===== src/rtl/fft_pkg.sv =====
// rtl/fft_pkg.sv - shared FFT datapath types, constants and index helpers
package fft_pkg;

    localparam int FFT_N = 8;
    localparam int FFT_W = 16;
    localparam int LOG2N = $clog2(FFT_N);

    // One complex sample: index 0 = real, index 1 = imaginary.
    typedef logic signed [1:0][FFT_W-1:0] cplx_t;

    // Reverse the low log2n bits of idx; bits above log2n are ignored.
    function automatic int unsigned bitrev(input int unsigned idx, input int log2n);
        int unsigned r;
        r = 0;
        for (int b = 0; b < 32; b++) begin
            if (b < log2n) begin
                r = (r << 1) | ((idx >> b) & 32'd1);
            end
        end
        return r;
    endfunction

endpackage


===== src/rtl/fft_bitrev_buffer.sv =====
// rtl/fft_bitrev_buffer.sv - ping-pong input buffer storing FFT frames in bit-reversed order
module fft_bitrev_buffer
    import fft_pkg::*;
#(
    parameter int N = 8,
    parameter int W = 16
) (
    input  logic                               clk,
    input  logic                               rst_n,
    input  logic                               in_valid,
    output logic                               in_ready,
    input  logic                               in_first,
    input  logic signed [W-1:0]                in_re,
    input  logic signed [W-1:0]                in_im,
    output logic                               out_valid,
    input  logic                               out_ready,
    output logic signed [N-1:0][1:0][W-1:0]    out_frame,
    output logic                               sync_err
);

    localparam int AW = $clog2(N);

    logic signed [1:0][N-1:0][1:0][W-1:0] mem;
    logic          wb;
    logic          rb;
    logic [AW-1:0] widx;
    logic [1:0]    bank_full;
    logic [1:0]    full_next;
    logic [AW-1:0] waddr;
    logic          accept;
    logic          resync;
    logic          complete;
    logic          rd_release;

    assign in_ready   = !bank_full[wb];
    assign out_valid  = bank_full[rb];
    assign out_frame  = mem[rb];

    assign accept     = in_valid && in_ready;
    assign resync     = accept && in_first && (widx != '0);
    assign complete   = accept && !resync && (widx == AW'(N - 1));
    assign rd_release = out_valid && out_ready;

    // Write address: a resync restarts the frame at slot 0, otherwise bit-reverse the index.
    always_comb begin
        waddr = AW'(bitrev(32'(widx), AW));
        if (resync) begin
            waddr = '0;
        end
    end

    // Bank occupancy: release and completion always target different banks.
    always_comb begin
        full_next = bank_full;
        if (rd_release) begin
            full_next[rb] = 1'b0;
        end
        if (complete) begin
            full_next[wb] = 1'b1;
        end
    end

    // Control registers: bank pointers, write index, occupancy and error pulse.
    always_ff @(posedge clk or negedge rst_n) begin
        if (!rst_n) begin
            wb        <= 1'b0;
            rb        <= 1'b0;
            widx      <= '0;
            bank_full <= '0;
            sync_err  <= 1'b0;
        end else begin
            bank_full <= full_next;
            sync_err  <= resync;
            if (rd_release) begin
                rb <= ~rb;
            end
            if (accept) begin
                if (resync) begin
                    widx <= AW'(1);
                end else if (complete) begin
                    widx <= '0;
                    wb   <= ~wb;
                end else begin
                    widx <= widx + 1'b1;
                end
            end
        end
    end

    // Sample storage: each accepted sample lands in the write bank at its bit-reversed slot.
    always_ff @(posedge clk or negedge rst_n) begin
        if (!rst_n) begin
            mem <= '0;
        end else if (accept) begin
            mem[wb][waddr][0] <= in_re;
            mem[wb][waddr][1] <= in_im;
        end
    end

endmodule


===== config.mk =====
export PLATFORM = sky130hd
export DESIGN_NAME = fft_bitrev_buffer
export DESIGN_NICKNAME = d
export VERILOG_FILES = /design/src/rtl/fft_pkg.sv /design/src/rtl/fft_bitrev_buffer.sv
export SDC_FILE = /design/constraint.sdc
export NUM_CORES = 1
export LEC_CHECK = 0
export ABC_AREA = 1
export CAP_MARGIN = 20
export CORE_MARGIN = 2
export CORE_UTILIZATION = 45
export CTS_CLUSTER_DIAMETER = 200
export DETAILED_ROUTE_END_ITERATION = 6
export PLACE_DENSITY = 0.65
export SYNTH_ARGS = -nofsm -noshare
export SYNTH_HDL_FRONTEND = slang
export SYNTH_SLANG_ARGS = --single-unit

===== constraint.sdc =====
create_clock -name clk -period 3.2 [get_ports clk]
set_input_delay 0.32 -clock clk [delete_from_list [all_inputs] [get_ports clk]]
set_output_delay 0.32 -clock clk [all_outputs]
set_load 0.01 [all_outputs]

== After elaboration in Yosys (flattened, before gate mapping) ==
Cells that the tools add are included.
Widths: inputs -> output; s select.

* Bits in registers: 520
* Input port bits: 37
* Output and inout port bits: 259
* Logic and storage cells: 91

* Add/subtract/negate cells: 1
* Magnitude comparators: 6
* Equality and inequality tests: 1
* Muxes and demuxes: 25
* Bitwise gates (word level): 8
* Reduce and logical (&&, ||, !) cells: 13

{| class="wikitable"
|+ Operators with widths
! cell !! number
|-
| $bwmux 512 || 2
|-
| $mux 256 || 4
|-
| $demux 256 s1 || 2
|-
| $demux 32 s3 || 2
|-
| $mux 32 || 1
|-
| $mux 16 || 1
|-
| $logic_and 1x1->1 || 9
|-
| $mux 3 || 3
|-
| $mux 1 || 6
|-
| $lt 1x2->1 const B || 2
|-
| $lt 3x4->1 const B || 1
|-
| $mux 2 || 2
|-
| $add 3x1->3 const B || 1
|-
| $eq 3x3->1 const B || 1
|-
| $ge 3x1->1 const B || 1
|-
| $not 1->1 || 3
|-
| $or 3x1->3 || 1
|-
| $reduce_and 3->1 || 1
|-
| $reduce_bool 3->1 || 1
|-
| $and 2x2->2 || 1
|-
| $demux 1 s1 || 2
|-
| $ge 1x1->1 const B || 2
|-
| $logic_not 1->1 || 2
|-
| $not 2->2 || 1
|-
| 2 further kinds || 2
|}

== Depth between registers and ports, before layout ==
* Word-level depth: 15
* Depth in mapped cells: 11
* Gate-level depth less buffers: 9

== Least setup slack after synthesis ==
Ideal clock, no wire load.

* Kind: register -> register
* Start: register widx[0]
* End: register mem[0] (netlist bit)
* Data arrival time: 1,743 ps
* Setup slack: 1,327 ps
* Cell stages (with the launch flop): 10
* Cell sequence: dfrtp_1 clkinv_1 ha_1 nand2_1 nand4_1 o21ai_2 nand3_2 clkbuf_1 nand2_1 o21ai_0

* Cells in the longest elaborated chain, start to end: 11

{| class="wikitable"
|+ RTL lines
! element !! RTL line !! source
|-
| start: declaration || fft_bitrev_buffer.sv:26 || <nowiki>logic [AW-1:0] widx;</nowiki>
|-
| start signal: assignment || fft_bitrev_buffer.sv:84 || <nowiki>widx <= widx + 1'b1;</nowiki>
|-
| $or 2x1->2 / $reduce_bool 3->1 (equally long branches) || fft_pkg.sv:17, fft_bitrev_buffer.sv:40 ||
|-
| $or 3x1->3 / $logic_and 1x1->1 (equally long branches) || fft_pkg.sv:17, fft_bitrev_buffer.sv:40 ||
|-
| $mux 3 * || fft_bitrev_buffer.sv:47 || <nowiki>if (resync) begin</nowiki>
|-
| $lt 3x4->1 (not written as such) / $ge 3x1->1 (equally long branches) || fft_bitrev_buffer.sv:95 || <nowiki>mem[wb][waddr][0] <= in_re;</nowiki>
|-
| $logic_and 1x1->1 (not written as such) || fft_bitrev_buffer.sv:95 ||
|-
| $mux 16 (not written as such) || fft_bitrev_buffer.sv:95 ||
|-
| $demux 32 s3 || fft_bitrev_buffer.sv:95 ||
|-
| $mux 256 (not written as such) || fft_bitrev_buffer.sv:95 ||
|-
| $demux 256 s1 || fft_bitrev_buffer.sv:95 ||
|-
| $bwmux 512 || fft_bitrev_buffer.sv:95 ||
|-
| $bwmux 512 * || fft_bitrev_buffer.sv:96 || <nowiki>mem[wb][waddr][1] <= in_im;</nowiki>
|-
| end signal: indexed assignment || fft_bitrev_buffer.sv:95 ||
|-
| end signal: indexed assignment || fft_bitrev_buffer.sv:96 ||
|-
| end: declaration || fft_bitrev_buffer.sv:23 || <nowiki>logic signed [1:0][N-1:0][1:0][W-1:0] mem;</nowiki>
|}

Mark *: on every way between the ends. The rest lies on a longest branch, timed or not.
A chain may end at the register's enable or synchronous reset.

==> metrics.yaml <==
remaining_drc_errors: 0
grt_pass1_vias: 18700
antenna_found_initial: 1
regArea_um2: 13000
gr-usage-all-layers_pct: 26.1
fillers: 4608
tightestPinTransition_ns: 1.06
fin_hold_ws_ns: 0.257
synth_area_um2: 22800
max-vdd-ir-drop_uv: 633
chipWidth_um: 229
critical_path.top_delay_family: "buffers and inverters"
via_per_inst: 5.23
nets: 3067
layout.cells.non_filler: 3741
worstPathCellList: "inv_8 > buf_4 > buf_4 > o21ai_0 > clkdlybuf4s50_1"
cts_tree: "built"
yosys_warnings: 0
start_util_pct: 45.5
cts.clk_slew.worst_paths_ns: 0.06
hpwl_um: 44200
cts_buffer_depth: 3
cpPeakStageDelay_ns: 0.70
io-pin-count: 296
cts_max_level: 2
finalHoldViolCount: 0
synth-seq-area-share_pct: 57.1
cp.arrival_ns: 2.80
layout-drive-gt1-share_pct: 5.08
finalPower_mw: 31.3
syn-num-nets: 2867
finalWorstSetupSlack_ns: 0.0822
grt_overflow: 0
status: "complete, no violations"
area_growth_pct: 23.7
max_freq_ghz: 0.321
synthAdderAreaFrac_pct: 0.165
core_um2: 50100
path_class: "reg2out"
place_ws_ns: 0.551
p_leak_nw: 14.0
crit_path_max_fanout: 26
worst_path_max_delay_cell: "dfrtp_4"
synth_seq_cells: 520
grt_start_max_net_pins: 148
synthMuxAreaShare_pct: 0
avgSynthCellArea_um2: 8.07
grt_pass1_wl_um: 108000
drtIter0Drc: 1885
clk_latency_ns: 0.61
multi_input_area_um2: 8210
path_common_cell: "buf_4"
drv_cap: 0
die_h_um: 229
cts_sinks: 520
finalCritPeriodShare_pct: 97.4
dr_total_vias: 19600
required_ns: 2.88
drtPass1Iterations: 5
start_kind: "flop"
critPathBufInv: 4
setup_violations: 0
synth_top_family_by_area: "simple AND/OR/NAND/NOR gates"
ant_nets: 0
numCtsBuffers: 56
rsz0062_at_grt: "true"
synthCells: 2827
synthSimpleGateAreaFrac_pct: 25.7
cts-root-buf: "clkbuf_16"
end_kind: "output pin"
synth-compound-area-share_pct: 9.90
dp.cells: 3637
wirelength_um: 70000
hold_class: "in2async"
drv_slew: 0
skew_ns: 0.0115
maxSlewHeadroom_pct: 29.3
dieArea_um2: 52500
yosysUniqueCellTypes: 24
fp-row-count: 82
power_density_nw_per_um2: 1110
synthXorXnorAreaFrac_pct: 0.0768
drt-wirelength-per-cell_um: 18.7
gp_congestion: 0.794
numPortBuffers: 295
min_period_ns: 3.12
==> what timing repair did <==
| item | CTS | global route |
|---|---|---|
| gates resized for setup | 1 | 3 |
| buffers inserted | 1 | 0 |
| pin swaps | 0 | 0 |
| hold endpoints to repair | 61 | 0 |
| hold buffers | 1 | 0 |
| setup endpoints to repair | 41 | 32 |
| cloned | 0 | 2 |
==> cells in the final DEF, fill, tap and decap left out, drive strengths merged <==
cell / netlist / final
inv: 172 / 175
dfrtp: 520 / 520
ha: 3 / 3
dlygate4sd3: 0 / 1
nand2: 1245 / 1245
clkbuf: 126 / 86
nand3: 199 / 199
nand4: 12 / 12
diode: 0 / 1
buf: 82 / 53
a22oi: 1 / 1
bufinv: 0 / 5
o21ai: 449 / 449
clkinv: 2 / 9
xor2: 2 / 2
nor2: 14 / 14
clkdlybuf4s50: 0 / 294
==> cells in the mapped netlist, drive strengths merged <==
cell type     n  area (um^2)
nand2      1245         4680
dfrtp       520        13000
o21ai       449         2250
nand3       199         1010
inv         172          646
clkbuf      126          473
buf          82          489
nor2         14         85.1
nand4        12         90.1
ha            3         37.5
clkinv        2         7.51
xor2          2         17.5
a22oi         1         7.51
==> worst paths after layout <==
path	from	endpoint	slack, ns	depth (start not counted)
min reg2reg	mem[328]$_DFFE_PN0P_	mem[328]$_DFFE_PN0P_	0.47	2
max	rb$_DFFE_PN0N_	out_frame[166]	0.08	5
max in group asynchronous	rst_n	mem[294]$_DFFE_PN0P_	1.87	3
min	rst_n	mem[153]$_DFFE_PN0P_	0.26	2
max reg2reg	widx[1]$_DFFE_PN0P_	mem[150]$_DFFE_PN0P_	0.54	10
min in group clk	in_im[9]	mem[473]$_DFFE_PN0P_	0.43	3
==> worst reg2reg max path, cell delays in order, from the launching register on <==
cell and delay, ns:
dfrtp_1 0.54, clkinv_1 0.31, ha_1 0.26, nand2_1 0.08, inv_1 0.04, nor2_1 0.33, nor2_1 0.16, nand4_1 0.47
buf_12 0.27, nand2_1 0.08, nand2_1 0.06
==> sequential cells by signal, summed over array words and instances (netlist names) <==
| register | cells |
|---|---|
| bank_full | 2 |
| wb | 1 |
| mem | 512 |
| rb | 1 |
| sync_err | 1 |
| widx | 3 |
==> metal layers <==
layer / global-route usage, % / wire [um] / vias up
met5: 0 / 0 / -
met4: 6.76 / 1410 / 0
met3: 5.22 / 4940 / 90
met2: 39.4 / 31400 / 726
met1: 38.5 / 32200 / 9478
li1: - / - / 9269
==> per-stage QoR <==
step	util (%)	area, um^2	setup TNS [ns]
floorplan	-	22800	0
global placement	52.5	26300	0
detailed placement	52.5	26300	0
CTS	56.2	28100	0
global route	56.4	28200	-0.196
finish	56.4	28200	0
==> report_power, final <==
group | internal [mW] | switching (mW) | total, mW
combinational | 6.02 | 7.76 | 13.8
sequential | 9.55 | 1.50 | 11.1
clock | 3.83 | 2.66 | 6.49
total | 19.4 | 11.9 | 31.3
==> final cells by class <==
cell class	count	share of cell area [%]
multi-input cells	1925	29.1
clock inverters	15	0.749
clock buffers	84	5.66
well taps	672	2.98
diodes	1	0.00887
repair buffers	350	13.0
inverters	174	2.34
flip-flops and latches	520	46.1
==> logic make-up (layout without fill, tap and decap cells) <==
family | Yosys count | count (layout)
AO/OA/AOI/OAI | 450 | 450
XOR/XNOR | 2 | 2
other | 0 | 1
AND/OR/NAND/NOR | 1470 | 1470
flip-flops | 520 | 520
adder cells (fa/ha/maj) | 3 | 3
buffers and inverters | 382 | 623
No activity file was read; power rests on OpenSTA's default activity.
